==> config.mk <==
export PLATFORM = sky130hd
export DESIGN_NAME = banyan_trig_ctl
export DESIGN_NICKNAME = d
export VERILOG_FILES = /design/src/rtl/banyan_trig_pkg.sv /design/src/rtl/trig_edge_detect.sv /design/src/rtl/banyan_trig_ctl.sv
export SDC_FILE = /design/constraint.sdc
export NUM_CORES = 1
export LEC_CHECK = 0
export ABC_CLOCK_PERIOD_IN_PS = 3800
export BUFFER_PORTS_ARGS = -buffer_cell sky130_fd_sc_hd__buf_4
export CAP_MARGIN = 20
export CORE_MARGIN = 2
export CORE_UTILIZATION = 54
export CTS_BUF_LIST = sky130_fd_sc_hd__clkbuf_4
export DETAILED_ROUTE_END_ITERATION = 16
export PLACE_DENSITY = 0.9
export REMOVE_ABC_BUFFERS = 1
export SLEW_MARGIN = 20
export SYNTH_ARGS = -nofsm -noshare
export SYNTH_HDL_FRONTEND = slang
export SYNTH_SLANG_ARGS = --single-unit
export TNS_END_PERCENT = 5
==> constraint.sdc <==
create_clock -name clk -period 3.8 [get_ports clk]
set_input_delay 0.57 -clock clk [delete_from_list [all_inputs] [get_ports clk]]
set_output_delay 0.57 -clock clk [all_outputs]
set_load 0.005 [all_outputs]
==> src/rtl/banyan_trig_pkg.sv <==
// rtl/banyan_trig_pkg.sv - shared state encoding and limits for the banyan trigger sequencer
package banyan_trig_pkg;

  typedef enum logic [2:0] {
    IDLE  = 3'd0,
    ARMED = 3'd1,
    DELAY = 3'd2,
    FILL  = 3'd3,
    DONE  = 3'd4
  } trig_state_t;

  localparam logic [7:0] MISS_MAX = 8'd255;

endpackage

==> src/rtl/trig_edge_detect.sv <==
// rtl/trig_edge_detect.sv - selectable rising/falling edge detector for the external trigger
module trig_edge_detect (
  input  logic clk,
  input  logic rst,
  input  logic din,
  input  logic edge_sel,
  output logic hit
);

  logic ext_d;

  // ext_d clears to 0, so a level already high at reset release reads as a rising edge
  always_ff @(posedge clk or posedge rst) begin
    if (rst) ext_d <= 1'b0;
    else     ext_d <= din;
  end

  assign hit = edge_sel ? (~din & ext_d) : (din & ~ext_d);

endmodule

==> src/rtl/banyan_trig_ctl.sv <==
// rtl/banyan_trig_ctl.sv - acquisition trigger sequencer driving banyan_mem reset/run
// Optional fill-start timestamp enabled by BANYAN_TRIG_TS_EN.
module banyan_trig_ctl
  import banyan_trig_pkg::*;
#(
  parameter int dw  = 16,
  parameter int cw  = 16,
  parameter int tsw = 32
) (
  input  logic           clk,
  input  logic           rst,
  input  logic           arm,
  input  logic           force_trig,
  input  logic           disarm,
  input  logic           ext_trig,
  input  logic           edge_sel,
  input  logic [dw-1:0]  trig_delay,
  input  logic           auto_rearm,
  input  logic           rollover,
  output logic           buf_reset,
  output logic           buf_run,
  output logic [2:0]     state,
  output logic [cw-1:0]  trig_count,
  output logic [7:0]     missed_count,
  output logic [tsw-1:0] trig_ts
);

  trig_state_t   cur, nxt;
  logic [dw-1:0] dcnt, dcnt_nxt;
  logic          hit, fill_start, missed;

  trig_edge_detect u_edge (
    .clk      (clk),
    .rst      (rst),
    .din      (ext_trig),
    .edge_sel (edge_sel),
    .hit      (hit)
  );

  always_comb begin
    nxt        = cur;
    dcnt_nxt   = dcnt;
    fill_start = 1'b0;
    if (disarm) begin
      nxt = IDLE;
    end else if (force_trig) begin
      nxt        = FILL;
      fill_start = 1'b1;
    end else begin
      case (cur)
        IDLE:  if (arm) nxt = ARMED;
        ARMED: begin
          if (hit) begin
            if (trig_delay == '0) begin
              nxt        = FILL;
              fill_start = 1'b1;
            end else begin
              nxt      = DELAY;
              dcnt_nxt = trig_delay - 1'b1;
            end
          end
        end
        DELAY: begin
          if (dcnt == '0) begin
            nxt        = FILL;
            fill_start = 1'b1;
          end else begin
            dcnt_nxt = dcnt - 1'b1;
          end
        end
        FILL:    if (rollover) nxt = DONE;
        DONE:    if (auto_rearm || arm) nxt = ARMED;
        default: nxt = IDLE;
      endcase
    end
  end

  // Only ARMED consumes an edge; every other state counts it as missed
  assign missed = hit && (cur != ARMED);

  always_ff @(posedge clk or posedge rst) begin
    if (rst) begin
      cur          <= IDLE;
      dcnt         <= '0;
      buf_reset    <= 1'b0;
      buf_run      <= 1'b0;
      trig_count   <= '0;
      missed_count <= '0;
    end else begin
      cur       <= nxt;
      dcnt      <= dcnt_nxt;
      buf_reset <= fill_start;
      buf_run   <= (cur == FILL);
      if (fill_start) trig_count <= trig_count + 1'b1;
      if (missed && (missed_count != MISS_MAX)) missed_count <= missed_count + 8'd1;
    end
  end

  assign state = cur;

`ifdef BANYAN_TRIG_TS_EN
  logic [tsw-1:0] ts_cnt;

  always_ff @(posedge clk or posedge rst) begin
    if (rst) begin
      ts_cnt  <= '0;
      trig_ts <= '0;
    end else begin
      ts_cnt <= ts_cnt + 1'b1;
      if (fill_start) trig_ts <= ts_cnt;
    end
  end
`else
  assign trig_ts = '0;
`endif

endmodule

==> results of run 1 <==
## worst reg2reg max path, cell delays in order (launching register included)
cell      delay (ps)
dfrtp_1          580
nor3b_2          380
mux2i_1          280
ha_1             190
inv_1             70
a211oi_2         370
o21ai_0          360
o311a_1          420
o22a_1           180
## layer usage
metal  track usage [%]  vias to the layer above
met4              6.38                        0
li1                  -                     1284
met3              3.86                        9
met1              29.0                     1291
met5                 0                        -
met2              39.4                      133
## power by group through the flow
stage / Combinational (mW) / Sequential (mW) / Clock, mW
after floorplan: 0.346 / 0.772 / 0
after global placement: 0.524 / 0.801 / 0
after detailed placement: 0.555 / 0.815 / 0
after CTS: 0.556 / 0.806 / 0.313
after global routing: 0.616 / 0.833 / 0.339
final: 0.555 / 0.812 / 0.310
## how the worst min path moves through the flow
stage               slack [ps]              to  cells past startpoint           start
finish                     310    u_edge.ext_d                      1        ext_trig
global route               300    u_edge.ext_d                      1        ext_trig
CTS                        310    u_edge.ext_d                      1        ext_trig
detailed placement         470  trig_count[15]                      1  trig_count[15]
global placement           460  trig_count[15]                      1  trig_count[15]
floorplan                  470  trig_count[15]                      1  trig_count[15]
## final cells by class
| type | count | area [um^2] | area share, % |
|---|---|---|---|
| Clock buffer | 5 | 37.5 | 1.08 |
| Tap cell | 72 | 90.1 | 2.60 |
| Clock inverter | 3 | 43.8 | 1.26 |
| Multi-Input combinational cell | 275 | 1690 | 48.8 |
| Sequential cell | 46 | 1150 | 33.2 |
| Timing Repair Buffer | 57 | 428 | 12.3 |
| Inverter | 7 | 26.3 | 0.758 |
## flip-flops by register name (all words and copies together) (netlist names)
| name | flops |
|---|---|
| dcnt | 16 |
| buf_reset | 1 |
| buf_run | 1 |
| missed_count | 8 |
| u_edge.ext_d | 1 |
| trig_count | 16 |
| state | 3 |
## metrics by stage
stage | std cells | instance area [um^2] | total power, mW | utilization, % | setup TNS (ps)
2_1_floorplan | 328 | 2860 | 1.12 | - | -2050
3_3_place_gp | 457 | 3390 | 1.32 | 61.9 | 0
3_5_place_dp | 457 | 3390 | 1.37 | 61.9 | 0
4_1_cts | 465 | 3470 | 1.67 | 63.4 | 0
5_1_grt | 465 | 3470 | 1.79 | 63.4 | 0
6_report | 465 | 3470 | 1.68 | 63.4 | 0
## synthesized netlist by cell type (4+ instances only)
library cell,n
a21oi_1,6
and2_1,6
and3_1,8
buf_2,6
buf_4,32
clkbuf_1,6
dfrtp_1,46
inv_1,7
mux2i_1,6
nand2_1,26
nand3_1,15
nand4_1,13
nor2_1,30
nor3_1,17
nor4_1,5
o2111ai_1,4
o211ai_1,5
o21ai_0,18
xnor2_1,18
xor2_1,7
## logic make-up (layout without fill, tap and decap cells)
group           count (synthesis)  in the layout  synth area share [%]
buf+inv                        53             72                  11.0
other cells                     1             32                 0.123
compound gates                 64             64                  14.8
xor+xnor                       25             25                  7.17
simple gates                  142            142                  24.9
flops                          46             46                  37.7
fa+ha+maj                       3              3                  1.23
mux                             9              9                  3.07
==> out/metrics.csv, run 1 <==
stage,metric,value,unit
yosys,"Seq/Total Area, Yosys",37.7,%
cells_and_area,Area Growth Syn to Fin,13.5,%
yosys,top post-synthesis cells by area,"dfrtp_1, buf_4, xnor2_1",
drt,ANT nets after route,0,
drt,Routed WL,6970,um
yosys,largest area contributor in the netlist,dfrtp_1,
power_and_ir_drop,Pint,1.04,mW
cells_and_area,"most common cell after layout, fill and taps aside",buf_4,
timing,Slew Limit Fails,0,
yosys,Unique masters post-synth,58,
critical_path,Crit path buffers/inverters,1,
power_and_ir_drop,peak supply drop,0.231,mV
global_route,GRT Total Usage,22.7,%
timing,final worst path period need,2910,ps
clock_network,Clock Tree Buf Depth,2,
clock_network,Post-CTS Setup Bufs,0,
critical_path,reg-to-reg setup timing slack,890,ps
drt,DRT iter0 DRCs,154,
min_path,Hold/Removal Path Class,primary input to register,
placement,detailed placement HPWL,5080,um
critical_path,CP max-delay cell,dfrtp_1,
yosys,top cell type's share of synthesized area,37.7,%
timing,final worst path period share,76.5,%
clock_network,CTS H-tree lvls,2,
critical_path,Crit path max-delay family,compound AO/OA/AOI/OAI gates,
global_route,initial antenna violation count,0,
clock_network,"Hold-fix buffers, CTS",0,
die,DIE HEIGHT,79.2,um
status,status,"finished, final reports clean",
critical_path,RR Endpoint,dcnt[8],
timing,Max Freq,344,MHz
drt,met2 routed WL,3570,um
yosys,"Cell Area, Synth",3060,um^2
critical_path,reg2reg path depth,8,
placement,pre-CTS setup slack,804,ps
timing,RSZ-0062 raised after global routing,false,
critical_path,path length in cells of the critical path,8,
critical_path,CP max stage delay,580,ps
critical_path,Startpoint Class,register,
critical_path,Worst setup EP type,register,
power_and_ir_drop,combinational share of power,33.1,%
die,Die Wd,79.2,um
critical_path,crit-path cells,"nor3b_2, mux2i_1, ha_1, inv_1, a211oi_2, o21ai_0, o311a_1, o22a_1",
cells_and_area,most frequent cells in the layout,"buf_4, dfrtp_1, conb_1",
clock_network,Clock Sink Count,46,
drt,drt wl/cell,15.0,um
drt,top sig layer,met4,
drt,Detailed Routing Iterations Pass 1,5,
die,Initial Util,55.8,%
critical_path,worst setup path start,state[1],
timing,skew final,13.5,ps
global_route,largest net degree at the start of global routing,47,
cells_and_area,n_diodes,0,
yosys,post-synthesis register bit count,46,
power_and_ir_drop,Leakage Power,1.57,nW
die,die footprint,6280,um^2
yosys,syn avg cell area,8.91,um^2
die,Core ar.,5470,um^2
critical_path,crit path kind,register to register,
power_and_ir_drop,P per Cell Area,484,nW/um^2
yosys,Synth Flop Type,dfrtp_1,
cells_and_area,share of layout cells above drive strength 1,19.3,%
cells_and_area,Nets,420,
critical_path,crit path max fanout,11,
placement,I/O Buffers,53,
drt,# DRC,0,
global_route,grt total ovfl,0,
timing,hold slack,310,ps
yosys,number of flops mapped to enable cells by yosys,0,
placement,Routability Congestion,0.819,
clock_network,Num CTS Buffers,5,
clock_network,Clock Latency Late Sink,380,ps
clock_network,Root Driver,clkbuf_4,
yosys,"Warnings, synthesis",0,
critical_path,FF-to-FF Start,state[1],
run,max cap viols,0,
timing,final setup margin,891,ps
clock_network,Worst-path clk slew,140,ps
critical_path,Setup crit end,dcnt[8],
power_and_ir_drop,register share of total power,48.4,%
cells_and_area,filler cell count,486,
die,io pins,86,
power_and_ir_drop,Net Sw Power,635,uW
global_route,first-pass GRT wire length,11400,um
timing,Slew HR,45.4,%
timing,total count of hold-check failures in the final report,0,
yosys,async set-reset flop share out of synthesis,100,%
drt,vias per inst,5.84,
clock_network,CTS tree,built,
die,Cell Rows,27,
power_and_ir_drop,switching portion of total power,37.9,%
critical_path,Crit path arrival time,3190,ps
timing,Worst Max-Slew Pin Slew,818,ps
power_and_ir_drop,clock share of power,18.5,%
drt,routed vias,2717,
global_route,vias in the first global route,2538,
timing,# setup viols final,0,
drt,met3 WL,490,um
critical_path,Crit path required time,4080,ps
clock_network,Post-CTS Resized,0,
drt,Met1 Wirelength,2830,um
yosys,Cells after Synth,343,
No activity file was read; power rests on OpenSTA's default activity.
==> inputs of run 2 (changes only) <==
Settings changed: ABC_CLOCK_PERIOD_IN_PS 3800 to 2800.
Clock period 3.8 ns to 2.8 ns, I/O delays scaled along.
==> run 2 against run 1 <==
Against the previous run:
- sequential power is 34% higher
- die area stayed put
- core utilization is 1.2 points higher
- highest routed layer unchanged
- combinational power is 43% higher
- critical path type unchanged
- global-route usage is 0.88 points higher
- non-clock buffer count up 10
- hold slack lost 270 ps
- clock power is 9.0% higher
==> out/metrics.csv, run 2 (synthesis gave the netlist of run 1 again) <==
stage,metric,value,unit,change
status,status,"finished, final reports clean",,unchanged
placement,detailed placement HPWL,5300,um,was 5080 um
critical_path,crit-path cells,"or4_4, nand2b_4, or4_4, a31oi_4, buf_12, nand4_1, xnor2_1",,"was nor3b_2, mux2i_1, ha_1, inv_1, a211oi_2, o21ai_0, o311a_1, o22a_1"
timing,final worst path period need,2560,ps,was 2910 ps
die,Cell Rows,27,,unchanged
power_and_ir_drop,register share of total power,49.1,%,was 48.4%
timing,hold slack,41.1,ps,was 310 ps
timing,Slew Limit Fails,0,,unchanged
timing,Max Freq,391,MHz,was 344 MHz
clock_network,Root Driver,clkbuf_4,,unchanged
timing,total count of hold-check failures in the final report,0,,unchanged
placement,I/O Buffers,53,,unchanged
placement,Routability Congestion,0.865,,was 0.819
timing,skew final,9.66,ps,was 13.5 ps
critical_path,Startpoint Class,register,,unchanged
die,Core ar.,5470,um^2,unchanged
placement,pre-CTS setup slack,129,ps,was 804 ps
clock_network,CTS H-tree lvls,2,,unchanged
die,io pins,86,,unchanged
die,Initial Util,55.8,%,unchanged
critical_path,Crit path buffers/inverters,1,,unchanged
die,DIE HEIGHT,79.2,um,unchanged
critical_path,Crit path max-delay family,simple AND/OR/NAND/NOR gates,,was compound AO/OA/AOI/OAI gates
die,Die Wd,79.2,um,unchanged
timing,RSZ-0062 raised after global routing,false,,unchanged
power_and_ir_drop,switching portion of total power,39.2,%,was 37.9%
cells_and_area,most frequent cells in the layout,"buf_4, dfrtp_1, conb_1",,unchanged
critical_path,reg2reg path depth,7,,was 8
critical_path,CP max-delay cell,or4_4,,was dfrtp_1
critical_path,Crit path required time,3070,ps,was 4080 ps
clock_network,"Hold-fix buffers, CTS",0,,unchanged
power_and_ir_drop,peak supply drop,0.337,mV,was 0.231 mV
cells_and_area,filler cell count,468,,was 486
global_route,GRT Total Usage,23.6,%,was 22.7%
min_path,Hold/Removal Path Class,primary input to async pin,,was primary input to register
drt,Routed WL,7040,um,was 6970 um
drt,Detailed Routing Iterations Pass 1,5,,unchanged
critical_path,path length in cells of the critical path,7,,was 8
drt,vias per inst,5.87,,was 5.84
cells_and_area,Area Growth Syn to Fin,15.7,%,was 13.5%
power_and_ir_drop,clock share of power,15.2,%,was 18.5%
timing,final worst path period share,91.4,%,was 76.5%
timing,Worst Max-Slew Pin Slew,665,ps,was 818 ps
drt,ANT nets after route,0,,unchanged
timing,# setup viols final,0,,unchanged
global_route,first-pass GRT wire length,11900,um,was 11400 um
clock_network,Clock Sink Count,46,,unchanged
timing,final setup margin,242,ps,was 891 ps
drt,drt wl/cell,14.8,um,was 15.0 um
clock_network,CTS tree,built,,unchanged
cells_and_area,Nets,430,,was 420
cells_and_area,"most common cell after layout, fill and taps aside",buf_4,,unchanged
clock_network,Clock Tree Buf Depth,2,,unchanged
drt,DRT iter0 DRCs,174,,was 154
critical_path,Crit path arrival time,2830,ps,was 3190 ps
power_and_ir_drop,Leakage Power,1.61,nW,was 1.57 nW
critical_path,Worst setup EP type,register,,unchanged
clock_network,Num CTS Buffers,5,,unchanged
critical_path,crit path kind,register to register,,unchanged
power_and_ir_drop,Pint,1.35,mW,was 1.04 mW
run,max cap viols,0,,unchanged
critical_path,crit path max fanout,11,,unchanged
critical_path,Crit path top cell by count,or4_4,,
clock_network,Clock Latency Late Sink,370,ps,was 380 ps
drt,# DRC,0,,unchanged
global_route,initial antenna violation count,0,,unchanged
global_route,vias in the first global route,2653,,was 2538
critical_path,CP max stage delay,560,ps,was 580 ps
cells_and_area,n_diodes,0,,unchanged
drt,routed vias,2787,,was 2717
clock_network,Worst-path clk slew,150,ps,was 140 ps
power_and_ir_drop,Net Sw Power,873,uW,was 635 uW
die,die footprint,6280,um^2,unchanged
global_route,largest net degree at the start of global routing,34,,was 47
cells_and_area,Top Registers,"dcnt x16, trig_count x16, missed_count x8",,unchanged
timing,total negative slack,0,ps,unchanged
power_and_ir_drop,combinational share of power,35.7,%,was 33.1%
cells_and_area,utilization after layout,64.6,%,was 63.4%
power_and_ir_drop,P per Cell Area,630,nW/um^2,was 484 nW/um^2
timing,Slew HR,55.3,%,was 45.4%
global_route,grt total ovfl,0,,unchanged
cells_and_area,share of layout cells above drive strength 1,21.3,%,was 19.3%
==> run 2: cell types whose count changed in the layout (fill, tap and decap cells not counted) <==
cell | before | now
buf_12 | 0 | 1
buf_4 | 57 | 66
bufinv_16 | 1 | 0
clkinv_2 | 1 | 0
clkinvlp_4 | 0 | 2
o21ai_0 | 18 | 17
o21ai_1 | 3 | 4
==> run 2: cell type report <==
class | instances | area (um^2) | share of cell area (%)
Timing Repair Buffer | 67 | 515 | 14.6
Inverter | 7 | 26.3 | 0.743
Sequential cell | 46 | 1150 | 32.6
Clock buffer | 5 | 37.5 | 1.06
Clock inverter | 3 | 23.8 | 0.673
Multi-Input combinational cell | 275 | 1690 | 47.8
Tap cell | 72 | 90.1 | 2.55
==> run 2: worst paths after layout <==
kind / start / slack (ps) / end
setup / recovery: dcnt[6] / 240 / trig_count[13]
hold / removal: rst / 40 / u_edge.ext_d
setup reg to reg: dcnt[6] / 240 / trig_count[13]
hold reg to reg: trig_count[15] / 490 / trig_count[15]
max in group asynchronous: rst / 2030 / trig_count[9]
min in group clk: ext_trig / 160 / u_edge.ext_d
==> run 2: power by group through the flow <==
stage	Sequential, mW	Clock [mW]	Combinational [mW]
after global placement	1.08	0	0.749
after global routing	1.13	0.378	0.890
final	1.09	0.338	0.795
after detailed placement	1.10	0	0.791
after floorplan	1.05	0	0.469
after CTS	1.09	0.349	0.796
==> run 2: metrics by stage <==
stage	area [um^2]	power (mW)	std cells
3_5_place_dp	3470	1.89	467
4_1_cts	3530	2.23	475
3_3_place_gp	3470	1.83	467
6_report	3530	2.23	475
2_1_floorplan	2860	1.52	328
5_1_grt	3530	2.40	475
==> run 2: worst register-to-register path: stages, from the launching register on <==
cell and delay [ps]:
dfrtp_1 430, or4_4 560, nand2b_4 170, or4_4 550, a31oi_4 310, buf_12 170, nand4_1 110, xnor2_1 160
==> run 2: routing by layer <==
metal	GRT usage, %	vias up	part of all wire [%]
li1	-	1309	-
met1	30.5	1349	42
met2	40.8	122	50
met3	4.20	7	7.4
met4	5.86	0	0.85
met5	0	-	0
==> run 2: what timing repair did <==
| action | 4_1_cts | 5_1_grt |
|---|---|---|
| buffers inserted | 0 | 0 |
| gates resized for setup | 0 | 1 |
| hold endpoints to repair | 0 | 0 |
| endpoints found under the setup margin | 0 | 1 |
